<file path="src/rtl/vga_reg_pkg.sv">
// Shared definitions for the display register bus: widths, register map
// and the state type of the vsync-gated register writer.
package vga_reg_pkg;

    localparam int ADDR_W = 9;
    localparam int DATA_W = 32;

    localparam logic [ADDR_W-1:0] DINO_X     = 9'd0;
    localparam logic [ADDR_W-1:0] DINO_Y     = 9'd1;
    localparam logic [ADDR_W-1:0] CACTUS_X   = 9'd2;
    localparam logic [ADDR_W-1:0] CACTUS_Y   = 9'd3;
    localparam logic [ADDR_W-1:0] BIRD_X     = 9'd4;
    localparam logic [ADDR_W-1:0] BIRD_Y     = 9'd5;
    localparam logic [ADDR_W-1:0] CLOUD_X    = 9'd6;
    localparam logic [ADDR_W-1:0] CLOUD_Y    = 9'd7;
    localparam logic [ADDR_W-1:0] GODZILLA_X = 9'd8;
    localparam logic [ADDR_W-1:0] GODZILLA_Y = 9'd9;
    localparam logic [ADDR_W-1:0] SCORE      = 9'd10;
    localparam logic [ADDR_W-1:0] SCORE_X    = 9'd11;
    localparam logic [ADDR_W-1:0] SCORE_Y    = 9'd12;

    typedef enum logic [1:0] {
        ST_IDLE     = 2'd0,
        ST_DRAIN    = 2'd1,
        ST_WAIT_END = 2'd2
    } wr_state_t;

endpackage

</file>
<file path="src/rtl/sync_fifo.sv">
// Single-clock first-word-fall-through FIFO; dout always shows the head entry.
module sync_fifo #(
    parameter int DEPTH = 16,
    parameter int WIDTH = 41
) (
    input  logic                     clk,
    input  logic                     reset,
    input  logic                     push,
    input  logic                     pop,
    input  logic [WIDTH-1:0]         din,
    output logic [WIDTH-1:0]         dout,
    output logic [$clog2(DEPTH):0]   count,
    output logic                     full,
    output logic                     empty
);
    localparam int AW = $clog2(DEPTH);
    localparam int CW = AW + 1;

    logic [WIDTH-1:0] mem [DEPTH];
    logic [AW-1:0]    wr_ptr_reg;
    logic [AW-1:0]    rd_ptr_reg;
    logic [CW-1:0]    count_reg;
    logic             do_push;
    logic             do_pop;

    assign full    = (count_reg == CW'(DEPTH));
    assign empty   = (count_reg == '0);
    assign do_push = push && !full;
    assign do_pop  = pop && !empty;
    assign dout    = mem[rd_ptr_reg];
    assign count   = count_reg;

    // Storage carries no reset so it can map onto RAM; pointers wrap naturally.
    always_ff @(posedge clk) begin
        if (do_push) begin
            mem[wr_ptr_reg] <= din;
        end
    end

    always_ff @(posedge clk or posedge reset) begin
        if (reset) begin
            wr_ptr_reg <= '0;
            rd_ptr_reg <= '0;
            count_reg  <= '0;
        end else begin
            if (do_push) wr_ptr_reg <= wr_ptr_reg + 1'b1;
            if (do_pop)  rd_ptr_reg <= rd_ptr_reg + 1'b1;
            case ({do_push, do_pop})
                2'b10:   count_reg <= count_reg + 1'b1;
                2'b01:   count_reg <= count_reg - 1'b1;
                default: count_reg <= count_reg;
            endcase
        end
    end

endmodule

</file>
<file path="src/rtl/vga_reg_writer.sv">
// Queues display register updates and replays them onto the register bus
// only while vertical sync is low, at most MAX_BURST writes per window.
module vga_reg_writer
    import vga_reg_pkg::*;
#(
    parameter int DEPTH     = 16,
    parameter int MAX_BURST = 32
) (
    input  logic                    clk,
    input  logic                    reset,
    input  logic                    req_valid,
    output logic                    req_ready,
    input  logic [ADDR_W-1:0]       req_addr,
    input  logic [DATA_W-1:0]       req_data,
    input  logic                    vga_vs_n,
    output logic                    chipselect,
    output logic                    write,
    output logic [ADDR_W-1:0]       address,
    output logic [DATA_W-1:0]       writedata,
    output logic [$clog2(DEPTH):0]  pending,
    output logic                    frame_done
);
    localparam int BW = $clog2(MAX_BURST + 1);

    wr_state_t              state_reg, state_next;
    logic                   vs_q_reg;
    logic [BW-1:0]          burst_cnt_reg, burst_cnt_next;
    logic                   vs_start, vs_end, entering, burst_ok, pop, drain_exit;
    logic                   fifo_full, fifo_empty;
    logic [ADDR_W+DATA_W-1:0] fifo_dout;
    logic [ADDR_W-1:0]      head_addr;
    logic [DATA_W-1:0]      head_data;

    sync_fifo #(
        .DEPTH (DEPTH),
        .WIDTH (ADDR_W + DATA_W)
    ) u_fifo (
        .clk   (clk),
        .reset (reset),
        .push  (req_valid && req_ready),
        .pop   (pop),
        .din   ({req_addr, req_data}),
        .dout  (fifo_dout),
        .count (pending),
        .full  (fifo_full),
        .empty (fifo_empty)
    );

    assign req_ready              = !fifo_full;
    assign {head_addr, head_data} = fifo_dout;

    // The vs_start edge itself already pops, so the first write lands one cycle later.
    always_comb begin
        vs_start       = vs_q_reg && !vga_vs_n;
        vs_end         = !vs_q_reg && vga_vs_n;
        entering       = (state_reg == ST_IDLE) && vs_start;
        burst_ok       = entering || (burst_cnt_reg < BW'(MAX_BURST));
        pop            = (entering || (state_reg == ST_DRAIN)) && !fifo_empty
                         && burst_ok && !vga_vs_n;
        state_next     = state_reg;
        burst_cnt_next = burst_cnt_reg;
        case (state_reg)
            ST_IDLE: begin
                if (vs_start) state_next = ST_DRAIN;
            end
            ST_DRAIN: begin
                if (vs_end) begin
                    state_next = ST_IDLE;
                end else if (!vga_vs_n &&
                             (fifo_empty || burst_cnt_reg == BW'(MAX_BURST))) begin
                    state_next = ST_WAIT_END;
                end
            end
            ST_WAIT_END: begin
                if (vs_end) state_next = ST_IDLE;
            end
            default: state_next = ST_IDLE;
        endcase
        if (entering) begin
            burst_cnt_next = BW'(pop);
        end else if (pop) begin
            burst_cnt_next = burst_cnt_reg + 1'b1;
        end
        drain_exit = (state_reg == ST_DRAIN) && (state_next != ST_DRAIN);
    end

    always_ff @(posedge clk or posedge reset) begin
        if (reset) begin
            state_reg     <= ST_IDLE;
            vs_q_reg      <= 1'b1;
            burst_cnt_reg <= '0;
            chipselect    <= 1'b0;
            write         <= 1'b0;
            address       <= '0;
            writedata     <= '0;
            frame_done    <= 1'b0;
        end else begin
            state_reg     <= state_next;
            vs_q_reg      <= vga_vs_n;
            burst_cnt_reg <= burst_cnt_next;
            chipselect    <= pop;
            write         <= pop;
            frame_done    <= drain_exit;
            if (pop) begin
                address   <= head_addr;
                writedata <= head_data;
            end
        end
    end

endmodule

</file>
<file path="config.mk">
export PLATFORM = sky130hd
export DESIGN_NAME = vga_reg_writer
export DESIGN_NICKNAME = d
export VERILOG_FILES = /design/src/rtl/vga_reg_pkg.sv /design/src/rtl/sync_fifo.sv /design/src/rtl/vga_reg_writer.sv
export SDC_FILE = /design/constraint.sdc
export NUM_CORES = 1
export LEC_CHECK = 0
export CORE_ASPECT_RATIO = 1.1
export CORE_UTILIZATION = 45
export CTS_CLUSTER_SIZE = 28
export DETAILED_ROUTE_END_ITERATION = 6
export PLACE_DENSITY = 0.59
export SYNTH_ARGS = -nofsm -noshare
export SYNTH_HDL_FRONTEND = slang
export SYNTH_SLANG_ARGS = --single-unit
</file>
<file path="constraint.sdc">
create_clock -name clk -period 6.4 [get_ports clk]
set_clock_uncertainty 0.15 [all_clocks]
set_input_delay 0.96 -clock clk [delete_from_list [all_inputs] [get_ports clk]]
set_output_delay 0.96 -clock clk [all_outputs]
set_load 0.1 [all_outputs]
</file>
==> metrics.md, run 1 <==
| Metric | Value |
|---|---|
| Area of the multi-input gates | `6050 µm²` |
| Post-place setup slack | `2.18 ns` |
| Register area | `21300 µm²` |
| Hold_ws | `0.386 ns` |
| Final Hold Fails | `0` |
| Dpl cell area | `29700 µm²` |
| Worst Tran Pin Value | `1.23 ns` |
| DRT iter0 DRCs | `1038` |
| Maximum number of pins on one net before global-route repair | `89` |
| Util after Layout | `53.2%` |
| RR Startpoint | `u_fifo.count[0]` |
| Minimum clock period | `3.56 ns` |
| Critical Path Fanout Max | `27` |
| Slew Limit Fails | `0` |
| Path length in cells of the critical path | `5` |
| Biggest register | `u_fifo.mem` |
| DRC viols | `0` |
| Commonest non-fill, non-tap cells in the layout | `edfxtp_1 (656), mux4_2 (138), mux2i_1 (94), clkdlybuf4s50_1 (94), clkbuf_16 (77)` |
| Die X | `238 µm` |
| Critical path's largest stage delay | `1.00 ns` |
| Final worst slack | `between 2 and 3 ns` |
| Non-Filler Instances | `2346` |
| Synthesized cell area | `roughly 28000 µm²` |
| FFs w/ async S/R, synth | `9.02%` |
| Hold buffers post-CTS | `0` |
| Aggregate global-route resource usage | `roughly 20%` |
| Slew headroom | `17.6%` |
| Wire per inst | `25.8 µm` |
| Cells after Synth | `approximately 1400` |
| Total grt overflow | `0` |
| Avg Cell Area, Syn | `20.4 µm²` |
| Flops & latches, synth | `721` |
| Worst Hold Class | `reg -> reg` |
| Yosys top cell area share | `71.2%` |
| Setup violators final | `0` |
| Clk root buf | `clkbuf_16` |
| Num rows | `94` |
| Clock buffer depth | `3` |
| Routability congestion estimate | `0.727` |
| Max reg flops | `about 660` |
| F_max | `281 MHz` |
| Largest registers | `u_fifo.mem x656, writedata x32, address x9` |
| Via density per instance | `5.64` |
| Post-synthesis sequential area ratio | `77.1%` |
| Ys Warns | `0` |
| Worst reg2reg endpoint | `u_fifo.mem[10][19]` |
| R2R depth | `6` |
| RSZ-0062 raised after global routing | `no` |
| Yosys top cell by area | `edfxtp_1` |
| Core ar. | `60300 µm²` |
| Antenna diodes | `0` |
| Buffers on Ports | `94` |
| Drt first pass iters | `5` |
| Initial Util | `between 40% and 50%` |
| WP data arrival | `3.68 ns` |
| DIE AREA | `62500 µm²` |
| Die height | `262 µm` |
| ANT nets after route | `0` |
| Cell Chain, Critical Path | `clkdlybuf4s50_1 -> and2_1 -> nand2_1 -> nor2_4 -> buf_4` |
| Total negative setup slack | `0 ns` |
| Setup CP Type | `in -> reg` |
| Max IR drop VDD | `roughly 290 µV` |
| Pwr dens | `478 nW/µm²` |
| Proportion of layout cells with a drive suffix above 1 | `20.4%` |
| # nets final | `1529` |
| Pwr Total | `15.3 mW` |
| CP Capture Type | `register` |
| Final instance area | `32100 µm²` |
| LEAKAGE | `between 10 and 15 nW` |
| Outcome | `finished, final reports clean` |
| Ys flop type | `edfxtp_1` |
| Max_cap viols | `0` |
| Wirelength, routed | `60600 µm` |
| Postcts setup bufs | `0` |
| Fillcell total | `4667` |
| Post-synth EDFFs | `around 660` |
| Slowest CP cell | `nor2_4` |
| Initial antenna violation count | `2` |
| Setup slack, reg-to-reg | `3.03 ns` |
| Clock Latency Late Sink | `0.60 ns` |
| Boundary pin count | `95` |
| First-pass GRT wire length | `91100 µm` |
| Vias in the first global route | `around 14000` |
| TritonCTS Sinks | `721` |
| Main area contributors after synthesis | `edfxtp_1 (71%), mux4_2 (11%), dfrtp_1 (5.8%)` |
| CTS tree | `done` |
| DP HPWL | `~34000 µm` |
| Mapped Nets | `about 1400` |
| Post-cts resize count | `0` |
| Placed insts | `2212` |
| Yosys cell types | `39` |
| Setup crit end | `u_fifo.mem[10][19]` |
| Cts bufs inserted | `between 70 and 80` |
| Final period utilization | `55.7%` |
| Most common cell after layout, fill and taps aside | `edfxtp_1` |
| Startpoint types | `input port` |
| Number of buffers and inverters on the critical path | `2` |
| CP startpoint | `req_valid` |
| Routed via count | `13235` |
| Area Overhead vs Synth | `15.9%` |
| CP Data Required Time | `6.52 ns` |
| Crit path max-delay family | `simple AND/OR/NAND/NOR gates` |
| Clock Pin Slew Worst Setup and Hold Paths | `0.06 ns` |
| H-tree depth reported by CTS | `3` |
## cell usage after synthesis, types with 21 or more instances
master and instances:
edfxtp_1 656, mux4_2 138, nor2_1 34, dfrtp_1 64
clkbuf_1 31, a21oi_1 30, nand3_1 27, mux2i_1 94
o21ai_0 32, nor2b_1 29, buf_2 25, buf_1 21
nor3_1 30, o22ai_1 41
## where the power goes
part	internal (mW)	total, mW	switching (mW)
Combinational	1.76	4.72	2.96
Sequential	5.77	6.31	0.541
Clock	2.56	4.31	1.75
Total	10.1	15.3	5.26
## tightest hold or removal path: cells and delay by family, from the launching register on
family	cells	cell delay [ns]
AND/OR/NAND/NOR	1	0.07
AO/OA/AOI/OAI	1	0.05
flip-flops	1	0.37
## cell families (layout without fill, tap and decap cells)
family	Yosys count	in the layout	share of synthesized area, %
DFF	721	721	77.1
muxes	232	232	14.6
and+or+nand+nor	159	159	2.90
AOI/OAI and AO/OA	122	122	2.93
buffers and inverters	94	270	1.46
xor gates and xnor gates	14	14	0.443
adders and majority gates	12	12	0.570
## how the worst min path moves through the flow
stage | startpoint | cells past startpoint | slack, ns | to
after floorplan | burst_cnt_reg[5] | 2 | 0.33 | burst_cnt_reg[5]
after global placement | burst_cnt_reg[5] | 2 | 0.38 | burst_cnt_reg[5]
after detailed placement | burst_cnt_reg[5] | 2 | 0.38 | burst_cnt_reg[5]
after CTS | burst_cnt_reg[5] | 2 | 0.39 | burst_cnt_reg[5]
after global routing | burst_cnt_reg[5] | 2 | 0.43 | burst_cnt_reg[5]
final | burst_cnt_reg[5] | 2 | 0.39 | burst_cnt_reg[5]
## layout make-up
class	instances	area share [%]
well taps	816	3.18
clock buffers	103	6.50
clock inverters	31	1.04
repair buffers	122	3.71
flip-flops and latches	721	66.5
multi-input cells	539	18.9
inverters	14	0.176
## layer usage
metal	wire, µm	part of all wire [%]	up-vias	track usage, %
li1	-	-	5760	-
met1	26200	43	7035	27.4
met2	30500	50	352	33.6
met3	2760	4.6	84	3.24
met4	1120	1.8	4	5.70
met5	27	0.045	-	0
No activity file was read; power rests on OpenSTA's default activity.
==> inputs of run 2 (changes only) <==
==> constraint.sdc (replaced) <==
create_clock -name clk -period 3.51 [get_ports clk]
set_clock_uncertainty 0.15 [all_clocks]
set_input_delay 0.5265 -clock clk [delete_from_list [all_inputs] [get_ports clk]]
set_output_delay 0.5265 -clock clk [all_outputs]
set_load 0.1 [all_outputs]
==> run 2 against run 1 <==
Effect of this change:
- non-clock buffer count increased by 41
- clock power increased by 78%
- wire length about the same
- first-iteration DRC count decreased by 3.3%
- die area unchanged
- via count up 1.1%
- sequential cell count unchanged
- worst setup slack got worse by 2.5 ns
- power up 83%
- critical path type is now reg -> reg
- largest power group unchanged
- highest routed layer unchanged
==> metrics.md, run 2 (synthesis gave the netlist of run 1 again) <==
| Metric | Value |
|---|---|
| Num rows | `94` |
| Clock Latency Late Sink | `0.61 ns` |
| Aggregate global-route resource usage | `20.2%` |
| Commonest non-fill, non-tap cells in the layout | `edfxtp_1 (656), mux4_2 (138), mux2i_1 (94)` |
| Antenna diodes | `0` |
| Biggest register | `u_fifo.mem` |
| Most common cell after layout, fill and taps aside | `edfxtp_1` |
| Startpoint types | `register` |
| Hold buffers post-CTS | `0` |
| Post-cts resize count | `0` |
| Initial Util | `between 40% and 50%` |
| ANT nets after route | `0` |
| H-tree depth reported by CTS | `3` |
| Clock Pin Slew Worst Setup and Hold Paths | `0.06 ns` |
| Clock buffer depth | `3` |
| Max reg flops | `656` |
| Pwr dens | `865 nW/µm²` |
| CP Capture Type | `register` |
| TritonCTS Sinks | `721` |
| Util after Layout | `53.9%` |
| Outcome | `finished, final reports clean` |
| Cts bufs inserted | `75` |
| F_max | `317 MHz` |
| Drt first pass iters | `5` |
| Post-place setup slack | `approximately 0.15 ns` |
| Boundary pin count | `95` |
| Routed via count | `13375` |
| Buffers on Ports | `94` |
| Final worst slack | `0.359 ns` |
| Initial antenna violation count | `2` |
| Minimum clock period | `3.15 ns` |
| CTS tree | `done` |
| Slew headroom | `31.8%` |
| Wirelength, routed | `60600 µm` |
| Die X | `238 µm` |
| Total grt overflow | `0` |
| Area Overhead vs Synth | `17.5%` |
| Setup CP Type | `reg -> reg` |
| Worst Tran Pin Value | `roughly 1.0 ns` |
| Proportion of layout cells with a drive suffix above 1 | `23.9%` |
| WP data arrival | `3.48 ns` |
| Die height | `262 µm` |
| DP HPWL | `33400 µm` |
| Total negative setup slack | `0 ns` |
| RSZ-0062 raised after global routing | `no` |
| DRT iter0 DRCs | `between 1000 and 1500` |
| Via density per instance | `5.60` |
| Wire per inst | `around 25 µm` |
| Clk root buf | `clkbuf_16` |
| Slew Limit Fails | `0` |
| Vias in the first global route | `around 14000` |
| Final period utilization | `89.8%` |
| Routability congestion estimate | `about 0.74` |
| Final Hold Fails | `0` |
| Postcts setup bufs | `0` |
| Critical Path Fanout Max | `6` |
| DIE AREA | `62500 µm²` |
| Worst Hold Class | `in -> async` |
| Largest registers | `u_fifo.mem x656, writedata x32, address x9` |
| Setup violators final | `0` |
| LEAKAGE | `approximately 11 nW` |
| Maximum number of pins on one net before global-route repair | `a little under 60` |
| CP Data Required Time | `about 3.8 ns` |
| DRC viols | `0` |
| Max_cap viols | `0` |
| First-pass GRT wire length | `91600 µm` |
| Max IR drop VDD | `663 µV` |
| # nets final | `roughly 1600` |
| Core ar. | `60300 µm²` |
==> run 2: cell types whose count changed in the layout (fill, tap and decap cells not counted), sizes merged <==
cell           delta
clkdlybuf4s50    -13
clkinvlp          +2
clkinv            +5
inv               +1
bufinv            -3
clkbuf            -2
buf              +54
==> run 2: layout make-up <==
class                   count  area (µm²)
flip-flops and latches    721       21300
well taps                 816        1020
fillers                  4680       27800
multi-input cells         539        6100
clock buffers             101        2110
clock inverters            36         288
repair buffers            163        1600
inverters                  14        56.3
==> run 2: metrics by stage <==
| stage | cells | total power, mW | hold slack (ns) | cell area (µm²) |
|---|---|---|---|---|
| 3_5_place_dp | 2253 | 20.8 | 0.372 | 30100 |
| 5_1_grt | 2390 | 29.3 | 0.257 | 32500 |
| 3_3_place_gp | 2253 | 20.7 | 0.366 | 30100 |
| 2_1_floorplan | 1354 | 18.0 | 0.335 | 27800 |
| 4_1_cts | 2390 | 28.5 | 0.212 | 32500 |
| 6_report | 2390 | 28.1 | 0.214 | 32500 |
==> run 2: critical path, stage by stage, from the launching register on <==
cell and delay [ns]:
dfrtp_2 0.45, or4_4 0.57, o221ai_4 0.19, inv_1 0.06
ha_1 0.24, ha_1 0.33, nor2b_1 0.15, o21ai_0 0.20
a21oi_1 0.10, or3b_2 0.45, xnor2_1 0.13
==> run 2: where the power goes <==
group | switching [mW] | internal [mW] | total [mW]
Sequential | 0.843 | 10.5 | 11.4
Clock | 3.18 | 4.51 | 7.69
Combinational | 5.62 | 3.44 | 9.06
==> run 2: metal layers <==
metal  vias to the layer above  share of wire, %  track usage (%)
li1                       5855                 -                -
met1                      7129                43             26.6
met2                       301                51             34.8
met3                        86               3.8             3.05
met4                         4               1.9             5.98
met5                         -             0.040                0
==> run 2: path summary, 6_finish.rpt <==
kind | startpoint | end | slack, ns | cells after the start
worst max-delay path | u_fifo.count[0] | u_fifo.count[4] | 0.36 | 10
worst min-delay path | reset | u_fifo.count[2] | 0.21 | 2
worst max register to register | u_fifo.count[0] | u_fifo.count[4] | 0.36 | 10
worst min register to register | burst_cnt_reg[5] | burst_cnt_reg[5] | 0.39 | 2
max in group asynchronous | reset | u_fifo.rd_ptr_reg[3] | 2.26 | 3
min in group clk | vga_vs_n | vs_q_reg | 0.28 | 1
==> inputs of run 3 (changes only) <==
==> constraint.sdc (replaced) <==
create_clock -name clk -period 3.4 [get_ports clk]
set_clock_uncertainty 0.15 [all_clocks]
set_input_delay 0.51 -clock clk [delete_from_list [all_inputs] [get_ports clk]]
set_output_delay 0.51 -clock clk [all_outputs]
set_load 0.1 [all_outputs]
==> run 3 against run 2 <==
Effect of this change:
- largest power group unchanged
- largest cell class unchanged
- worst setup slack lost 0.037 ns
- worst hold slack worse by 0.10 ns
- critical path type unchanged
- global-route usage up 0.16 points
- die area unchanged
- core utilization rose by 0.22 points
- power grew 3.9%
- first-iteration DRC count decreased by 6.2%
==> metrics.md, run 3 (synthesis gave the netlist of run 1 again) <==
| Metric | Value |
|---|---|
| Outcome | `finished, final reports clean` |
| Post-place setup slack | `~0.12 ns` |
| Biggest register | `u_fifo.mem` |
| Num rows | `94` |
| Die X | `238 µm` |
| Fillcell total | `between 4000 and 5000` |
| Clock Latency Late Sink | `0.60 ns` |
| TritonCTS Sinks | `721` |
| Most common cell after layout, fill and taps aside | `edfxtp_1` |
| R2R depth | `10` |
| First-pass GRT wire length | `91700 µm` |
| Minimum clock period | `3.08 ns` |
| Setup violators final | `0` |
| Wire per inst | `25.5 µm` |
| F_max | `325 MHz` |
| Clock Pin Slew Worst Setup and Hold Paths | `0.06 ns` |
| WP data arrival | `3.41 ns` |
| Largest registers | `u_fifo.mem x656, writedata x32, address x9` |
| Max_cap viols | `0` |
| Pwr dens | `895 nW/µm²` |
| Aggregate global-route resource usage | `20.3%` |
| RR Startpoint | `u_fifo.count[0]` |
| Worst Tran Pin Value | `0.963 ns` |
| Slew Limit Fails | `0` |
| Boundary pin count | `95` |
| Slew headroom | `35.6%` |
| Core ar. | `about 60000 µm²` |
| Routability congestion estimate | `0.711` |
| Maximum number of pins on one net before global-route repair | `71` |
| Worst reg2reg endpoint | `u_fifo.count[4]` |
| Final period utilization | `90.5%` |
| Die height | `262 µm` |
| Setup slack, reg-to-reg | `0.32 ns` |
| Buffers on Ports | `94` |
| CP Data Required Time | `3.73 ns` |
| Final Hold Fails | `0` |
| Commonest non-fill, non-tap cells in the layout | `edfxtp_1 (656), mux4_2 (138), buf_4 (101)` |
| Drt first pass iters | `4` |
| Routed via count | `around 13000` |
| Vias in the first global route | `14095` |
| Clk root buf | `clkbuf_16` |
| Post-cts resize count | `0` |
| Wirelength, routed | `61200 µm` |
| Postcts setup bufs | `0` |
| H-tree depth reported by CTS | `3` |
| Via density per instance | `about 5.6` |
| Clock buffer depth | `3` |
| Worst Hold Class | `in -> async` |
| DIE AREA | `~62000 µm²` |
| CP Capture Type | `register` |
| Total negative setup slack | `0 ns` |
| Proportion of layout cells with a drive suffix above 1 | `26.0%` |
| Area Overhead vs Synth | `18.0%` |
| # nets final | `1580` |
| DP HPWL | `33800 µm` |
| Initial antenna violation count | `3` |
| Initial Util | `45.9%` |
| Max IR drop VDD | `around 660 µV` |
| DRT iter0 DRCs | `942` |
| RSZ-0062 raised after global routing | `no` |
| Setup CP Type | `reg -> reg` |
| DRC viols | `0` |
| Antenna diodes | `0` |
| Cts bufs inserted | `75` |
| Max reg flops | `about 660` |
| Hold buffers post-CTS | `0` |
| LEAKAGE | `approximately 11 nW` |
| Critical Path Fanout Max | `6` |
| Final worst slack | `roughly 0.32 ns` |
| ANT nets after route | `0` |
| Total grt overflow | `0` |
| Startpoint types | `register` |
| CTS tree | `done` |
run 3: cell count changes in the layout (fill, tap and decap cells not counted), moves of 3 or more:
cell,change
clkdlybuf4s50_1,-34
buf_4,+33
buf_12,+10
clkbuf_1,+10
clkinv_2,-8
inv_6,-3
run 3: cell type report:
class / count / area (µm²) / area share [%]
multi-input combinational: 539 / 6110 / 18.7
clock inverter: 25 / 255 / 0.782
clock buffer: 111 / 2160 / 6.60
timing repair buffer: 172 / 1710 / 5.23
tap: 816 / 1020 / 3.13
inverter: 14 / 56.3 / 0.172
sequential: 721 / 21300 / 65.4
run 3: worst max path at each step:
stage / start / end / depth (start not counted)
6_report: u_fifo.count[0] / u_fifo.count[4] / 10
3_5_place_dp: vga_vs_n / u_fifo.count[4] / 12
2_1_floorplan: u_fifo.count[3] / u_fifo.count[4] / 13
3_3_place_gp: vga_vs_n / u_fifo.count[4] / 12
5_1_grt: u_fifo.count[0] / u_fifo.count[4] / 10
4_1_cts: u_fifo.count[0] / u_fifo.count[4] / 10
run 3: power breakdown:
part           internal [mW]  switching (mW)
Sequential              10.9           0.984
Clock                   4.77            3.25
Combinational           3.63            5.73
Total                   19.3            9.96
run 3: layer usage:
metal	track usage, %	routed length [µm]	vias to the layer above
li1	-	-	5881
met4	5.80	1110	6
met1	26.6	25600	7116
met3	3.18	2750	80
met5	0	45	-
met2	35.3	31700	305
run 3: critical path, stage by stage, from the launching register on:
cell and delay [ns]:
dfrtp_2 0.45, or4_4 0.58, o221ai_4 0.20, inv_1 0.07, ha_2 0.21, ha_1 0.32, nor2b_1 0.15, o21ai_1 0.16
a21oi_1 0.09, or3b_2 0.45, xnor2_1 0.13
run 3: stage by stage:
stage / total power [mW] / utilization [%] / area (µm²) / instances / hold WS (ns)
2_1_floorplan: 18.6 / - / 27800 / 1354 / 0.335
3_3_place_gp: 21.5 / 50.1 / 30200 / 2262 / 0.357
3_5_place_dp: 21.6 / 50.1 / 30200 / 2262 / 0.381
4_1_cts: 29.6 / 54.1 / 32700 / 2398 / 0.107
5_1_grt: 30.5 / 54.1 / 32700 / 2398 / 0.143
6_report: 29.2 / 54.1 / 32700 / 2398 / 0.114
